**src/rtl/packet_decoder.sv**
```systemverilog
// USB packet decoder: classifies PID, checks token CRC5 and data CRC16, and strips CRC from the data payload.
// Optional SOF decoding is enabled by defining USB_SOF_DECODE_EN.
module packet_decoder (
    input  logic        clock,
    input  logic        reset,
    input  logic        rx_tvalid_i,
    input  logic        rx_tlast_i,
    input  logic [7:0]  rx_tdata_i,
    output logic        crc_error_o,
    output logic        eop_recv_o,
    output logic [3:0]  usb_pid_o,
    output logic        hsk_recv_o,
    output logic        usb_recv_o,
    output logic        tok_recv_o,
    output logic        tok_ping_o,
    output logic [6:0]  tok_addr_o,
    output logic [3:0]  tok_endp_o,
    output logic        sof_recv_o,
    output logic [10:0] sof_frame_o,
    output logic        m_tvalid_o,
    output logic        m_tlast_o,
    output logic [7:0]  m_tdata_o,
    output logic [2:0]  dbg_state
);
    typedef enum logic [2:0] {IDLE, TOKEN, DATA, HSK, DROP} state_t;

    state_t      state, next_state;
    logic [4:0]  crc5;
    logic [15:0] crc16;
    logic [4:0]  crc5_nxt;
    logic [15:0] crc16_nxt;
    logic [1:0]  tok_cnt;
    logic [1:0]  dcnt;
    logic [7:0]  byte1;
    logic [7:0]  d0, d1;
    logic        pid_ok;
    logic        tok_good, tok_bad, data_good, data_bad, hsk_good, eop;
`ifdef USB_SOF_DECODE_EN
    logic        sof_good;
`endif

    // Both CRCs shift MSB-out with bits taken LSB-first; a clean packet leaves a fixed residual.
    function automatic logic [4:0] crc5_byte(input logic [4:0] c, input logic [7:0] d);
        logic [4:0] r;
        r = c;
        for (int i = 0; i < 8; i++)
            r = {r[3:0], 1'b0} ^ (((d[i] ^ r[4]) == 1'b1) ? 5'b00101 : 5'b00000);
        return r;
    endfunction

    function automatic logic [15:0] crc16_byte(input logic [15:0] c, input logic [7:0] d);
        logic [15:0] r;
        r = c;
        for (int i = 0; i < 8; i++)
            r = {r[14:0], 1'b0} ^ (((d[i] ^ r[15]) == 1'b1) ? 16'h8005 : 16'h0000);
        return r;
    endfunction

    assign dbg_state = state;

    always_ff @(posedge clock) begin
        if (reset) state <= IDLE;
        else       state <= next_state;
    end

    always_comb begin
        next_state = state;
        tok_good   = 1'b0;
        tok_bad    = 1'b0;
        data_good  = 1'b0;
        data_bad   = 1'b0;
        hsk_good   = 1'b0;
        eop        = 1'b0;
`ifdef USB_SOF_DECODE_EN
        sof_good   = 1'b0;
`endif
        pid_ok    = (rx_tdata_i[7:4] == ~rx_tdata_i[3:0]);
        crc5_nxt  = crc5_byte(crc5, rx_tdata_i);
        crc16_nxt = crc16_byte(crc16, rx_tdata_i);
        if (rx_tvalid_i) begin
            eop = rx_tlast_i;
            case (state)
                IDLE: begin
                    if (!pid_ok) next_state = DROP;
                    else begin
                        // A PID carrying tlast is a one-byte packet: only a handshake is legal.
                        case (rx_tdata_i[3:0])
                            4'h1, 4'h9, 4'hD, 4'h4: begin next_state = TOKEN; tok_bad = rx_tlast_i; end
`ifdef USB_SOF_DECODE_EN
                            4'h5:                   begin next_state = TOKEN; tok_bad = rx_tlast_i; end
`endif
                            4'h3, 4'hB, 4'h7, 4'hF: begin next_state = DATA; data_bad = rx_tlast_i; end
                            4'h2, 4'hA, 4'hE, 4'h6: begin next_state = HSK; hsk_good = rx_tlast_i; end
                            default:                next_state = DROP;
                        endcase
                    end
                end
                TOKEN: begin
                    if (rx_tlast_i) begin
                        if (tok_cnt == 2'd1 && crc5_nxt == 5'b01100) begin
                            tok_good = 1'b1;
`ifdef USB_SOF_DECODE_EN
                            if (usb_pid_o == 4'h5) begin
                                tok_good = 1'b0;
                                sof_good = 1'b1;
                            end
`endif
                        end else begin
                            tok_bad = 1'b1;
                        end
                    end
                end
                DATA: begin
                    if (rx_tlast_i) begin
                        if (dcnt != 2'd0 && crc16_nxt == 16'h800D) data_good = 1'b1;
                        else                                       data_bad  = 1'b1;
                    end
                end
                default: ;
            endcase
            if (rx_tlast_i) next_state = IDLE;
        end
    end

    always_ff @(posedge clock) begin
        if (reset) begin
            crc_error_o <= 1'b0;
            eop_recv_o  <= 1'b0;
            usb_pid_o   <= 4'h0;
            hsk_recv_o  <= 1'b0;
            usb_recv_o  <= 1'b0;
            tok_recv_o  <= 1'b0;
            tok_ping_o  <= 1'b0;
            tok_addr_o  <= 7'h0;
            tok_endp_o  <= 4'h0;
            m_tvalid_o  <= 1'b0;
            m_tlast_o   <= 1'b0;
            m_tdata_o   <= 8'h0;
            crc5        <= 5'h0;
            crc16       <= 16'h0;
            tok_cnt     <= 2'd0;
            dcnt        <= 2'd0;
            byte1       <= 8'h0;
            d0          <= 8'h0;
            d1          <= 8'h0;
        end else begin
            crc_error_o <= tok_bad | data_bad;
            eop_recv_o  <= eop;
            hsk_recv_o  <= hsk_good;
            usb_recv_o  <= data_good;
            tok_recv_o  <= tok_good;
            m_tvalid_o  <= 1'b0;
            m_tlast_o   <= 1'b0;
            if (rx_tvalid_i) begin
                if (state == IDLE && pid_ok) begin
                    usb_pid_o <= rx_tdata_i[3:0];
                    crc5      <= 5'h1F;
                    crc16     <= 16'hFFFF;
                    tok_cnt   <= 2'd0;
                    dcnt      <= 2'd0;
                end
                if (state == TOKEN) begin
                    crc5 <= crc5_nxt;
                    if (tok_cnt == 2'd0) byte1 <= rx_tdata_i;
                    if (tok_cnt != 2'd3) tok_cnt <= tok_cnt + 2'd1;
                end
                if (state == DATA) begin
                    crc16 <= crc16_nxt;
                    // The oldest held byte is payload once two newer bytes exist behind it.
                    if (dcnt == 2'd2) begin
                        m_tvalid_o <= 1'b1;
                        m_tdata_o  <= d0;
                        m_tlast_o  <= rx_tlast_i;
                    end else begin
                        dcnt <= dcnt + 2'd1;
                    end
                    d0 <= d1;
                    d1 <= rx_tdata_i;
                end
            end
            if (tok_good) begin
                tok_addr_o <= byte1[6:0];
                tok_endp_o <= {rx_tdata_i[2:0], byte1[7]};
                tok_ping_o <= (usb_pid_o == 4'h4);
            end
        end
    end

`ifdef USB_SOF_DECODE_EN
    always_ff @(posedge clock) begin
        if (reset) begin
            sof_recv_o  <= 1'b0;
            sof_frame_o <= 11'h0;
        end else begin
            sof_recv_o <= sof_good;
            if (sof_good) sof_frame_o <= {rx_tdata_i[2:0], byte1};
        end
    end
`else
    assign sof_recv_o  = 1'b0;
    assign sof_frame_o = 11'h0;
`endif
endmodule
```
**config.mk**
```make
export PLATFORM = sky130hd
export DESIGN_NAME = packet_decoder
export DESIGN_NICKNAME = d
export VERILOG_FILES = /design/src/rtl/packet_decoder.sv
export SDC_FILE = /design/constraint.sdc
export NUM_CORES = 1
export LEC_CHECK = 0
export CAP_MARGIN = 20
export CORE_MARGIN = 1
export CORE_UTILIZATION = 56
export DETAILED_ROUTE_END_ITERATION = 6
export DONT_BUFFER_PORTS = 1
export PLACE_DENSITY = 0.76
export SKIP_CTS_REPAIR_TIMING = 1
export SYNTH_ARGS = -nofsm -noshare
export SYNTH_HDL_FRONTEND = slang
export SYNTH_SLANG_ARGS = --single-unit
```
**constraint.sdc**
```tcl
create_clock -name clock -period 3.5 [get_ports clock]
set_input_delay 1.05 -clock clock [delete_from_list [all_inputs] [get_ports clock]]
set_output_delay 1.05 -clock clock [all_outputs]
set_load 0.02 [all_outputs]
```
==> key figures <==
Run status
  – Status: finished, final reports clean

STA
  – Clock Skews: 0.0124 ns
  – Final hold vios: 0
  – Final worst-path cycle share: 72.5%
  – Minimum clock period: 2.54 ns
  – Setup_tns: 0 ns
  – Worst relative slew slack: 63.0%
  – Slew Viols, Final: 0
  – F_max: 0.394 GHz
  – Final worst slack: 0.963 ns
  – RSZ-0062 raised after global routing: false
  – Worst-Margin Slew: 0.554 ns
  – Hold_ws: 0.450 ns
  – Setup violators final: 0

Placed design
  – Pre-CTS WS: 0.596 ns
  – Placed inst area: 0.00365 mm2
  – Dpl hpwl: 4820 um
  – Final Wtd Congestion: 0.818
  – I/O Buffers: 0

Synth
  – Post-synthesis xor/xnor area fraction: 11.7%
  – Adder-Cell Fraction of Synth Area: 1.01%
  – Post-synthesis mux area share: 7.07%
  – Post-Synthesis Cells: 420
  – Area of the mapped netlist: 0.00370 mm2
  – Largest family of logic cells by synthesized area: simple AND/OR/NAND/NOR gates
  – Sequential fraction of the synthesis area: 44.9%
  – Avg Synthesized Cell Area: 8.81 um2
  – Compound-gate portion of the synthesized area: 8.35%
  – Synth Area in Simple Gates: 20.1%
  – Synth Register Bits: 83
  – Synth cell types: 41
  – Synth Warn #: 0

Drt
  – Vias/cell: 5.55
  – WL/cell: 15.1 um
  – DRT Pass-1 Iters: 4
  – WL final: 7330 um
  – Vias: 2705
  – DRC: 0
  – Routed Antenna Nets: 0
  – Initial drt markers: 112

Job
  – Max Cap Viol: 0

Finish
  – Multi-input logic area: 0.00183 mm2
  – Final Cell Area: 0.00384 mm2
  – Sequential cell area: 0.00166 mm2
  – P&R area growth vs syn: 3.75%
  – Final #Nets: 421
  – Fraction of layout cells with a size suffix above 1: 7.32%
  – Ant. Diodes: 0
  – Fill count: 559

CTS
  – Root buf cell: clkbuf_8
  – H-tree depth: 3
  – Num Clock Sinks: 83
  – CTS clk-pin slew, worst paths: 0.08 ns
  – Clock buffer depth: 2
  – TritonCTS Buffers: 9
  – CTS tree: built
  – Worst-Skew Late Latency: 0.36 ns

Power and ir drop
  – Peak supply drop: 0.253 mV
  – Power Density: 479 mW/mm2
  – Overall Power: 1840 uW
  – Static leakage: 0.00139 uW

Floorplanning
  – Die boundary width: 83.3 um
  – Die Span Y: 83.3 um
  – IO Pins: 58
  – FP Rows: 29
  – Die area: 0.00694 mm2
  – Core area: 0.00635 mm2
  – Initial Utilization: 58.3%

Critical path
  – CP Cell Sequence: xnor2_1 > or3_1 > a2111oi_2 > and4_1 > buf_4 > mux2i_1 > nor2_1
  – CP max stage delay: 0.40 ns
  – Worst EP required: 3.75 ns
  – Crit path launch type: primary input
  – Crit path arrival time: 2.79 ns
  – Worst Path Max Fanout: 13
  – Slowest CP cell: a2111oi_2
  – Setup CP Type: in -> reg
  – Setup crit end kind: register

GRT
  – Largest net degree at the start of global routing: 80
  – Initial antenna violation count: 0
  – Global-route wire length before repair: 12500 um
  – Gr ovfl total: 0
  – GRT Total Usage: 22.7%
  – Vias in the first global route: 2576

Min path
  – Worst Hold Class: reg -> reg
kinds of logic after synthesis:
| logic type | count (synthesis) |
|---|---|
| other | 1 |
| flip-flops | 83 |
| XOR/XNOR | 43 |
| adder cells (fa/ha/maj) | 3 |
| multiplexers | 26 |
| AO/OA/AOI/OAI | 53 |
| AND/OR/NAND/NOR | 165 |
| buffers and inverters | 46 |
critical path, delay by kind of cell:
family | cells | cell delay [ns]
AO/OA/AOI/OAI | 1 | 0.40
XOR/XNOR | 1 | 0.17
buffers and inverters | 1 | 0.24
multiplexers | 1 | 0.23
AND/OR/NAND/NOR | 3 | 0.69
per-layer routing:
layer | track usage (%) | share of wire [%]
met4 | 8.93 | 1.7
met3 | 6.36 | 6.1
met2 | 37.6 | 48
met1 | 28.0 | 44
met5 | 0 | 0
sequential cells by signal, summed over array words and instances (netlist names), 2 cells and up:
| name | cells |
|---|---|
| tok_endp_o | 4 |
| dcnt | 2 |
| crc16 | 16 |
| dbg_state | 3 |
| crc5 | 5 |
| tok_cnt | 2 |
| d0 | 8 |
| usb_pid_o | 4 |
| m_tdata_o | 8 |
| byte1 | 8 |
| tok_addr_o | 7 |
| d1 | 8 |
final timing paths:
check,startpoint,end,slack [ns],cells past startpoint
min,d1[6],d0[6],0.45,2
max,rx_tdata_i[1],tok_ping_o,0.96,7
min reg2reg,d1[6],d0[6],0.45,2
max reg2reg,crc5[3],tok_ping_o,1.32,7
cell type report:
| cell class | instances | area share (%) |
|---|---|---|
| clock buffer | 11 | 3.68 |
| clock inverter | 4 | 1.34 |
| inverter | 4 | 0.391 |
| multi-input combinational | 302 | 47.6 |
| sequential | 83 | 43.3 |
| tap | 77 | 2.51 |
| timing repair buffer | 6 | 1.17 |
where the power goes:
part | internal [uW] | switching (uW) | total, uW
registers | 955 | 12.3 | 967
logic | 90.5 | 99.2 | 190
clock network | 345 | 336 | 681
total | 1390 | 447 | 1840
synthesized netlist by cell type:
cell	n	area, um2
a21oi_1	35	175
xor2_4	1	27.5
nor4_1	2	12.5
ha_1	3	37.5
o22ai_1	1	6.26
and4_1	1	8.76
and4b_1	1	10.0
dfxtp_1	83	1660
conb_1	1	3.75
nor3b_1	2	15.0
and2b_2	1	8.76
xnor2_1	24	210
buf_12	1	20.0
and2_1	1	6.26
a2111oi_2	1	15.0
nand2_1	47	176
and3_1	2	12.5
nand3_1	11	55.1
xnor2_2	1	16.3
or3_1	1	6.26
inv_1	4	15.0
or3b_2	1	8.76
buf_6	1	11.3
nor2_1	59	221
o21ai_0	3	15.0
buf_4	13	97.6
clkbuf_1	22	82.6
nor2b_1	4	25.0
xnor3_2	2	47.6
mux2i_1	25	250
or2_2	2	12.5
nor3_1	23	115
clkbuf_2	1	5.00
o21a_1	1	7.51
xor2_1	15	131
nand2b_1	3	18.8
nand4_1	2	12.5
a211oi_1	12	90.1
buf_2	4	20.0
mux2_2	1	11.3
nor4b_1	2	17.5
cells in the final DEF, fill, tap and decap left out, types with 2 or more instances in the layout:
| cell | netlist | final |
|---|---|---|
| xnor2_1 | 24 | 24 |
| nand3_1 | 11 | 11 |
| clkbuf_8 | 0 | 10 |
| ha_1 | 3 | 3 |
| nor2_1 | 59 | 59 |
| nor2b_1 | 4 | 4 |
| or2_2 | 2 | 2 |
| mux2i_1 | 25 | 25 |
| nor4b_1 | 2 | 2 |
| a21oi_1 | 35 | 35 |
| nor3_1 | 23 | 23 |
| nand2_1 | 47 | 47 |
| xor2_1 | 15 | 15 |
| xnor3_2 | 2 | 2 |
| inv_1 | 4 | 4 |
| o21ai_0 | 3 | 3 |
| a211oi_1 | 12 | 12 |
| buf_4 | 13 | 6 |
| and3_1 | 2 | 2 |
| dfxtp_1 | 83 | 83 |
| nand2b_1 | 3 | 3 |
| nor3b_1 | 2 | 2 |
| nor4_1 | 2 | 2 |
| conb_1 | 1 | 12 |
| nand4_1 | 2 | 2 |
metrics by stage:
step           util, %  instances
2_1_floorplan        -        431
3_3_place_gp      57.4        472
3_5_place_dp      57.4        472
4_1_cts           60.5        487
5_1_grt           60.5        487
6_report          60.5        487
(Power assumes the default switching activity.)
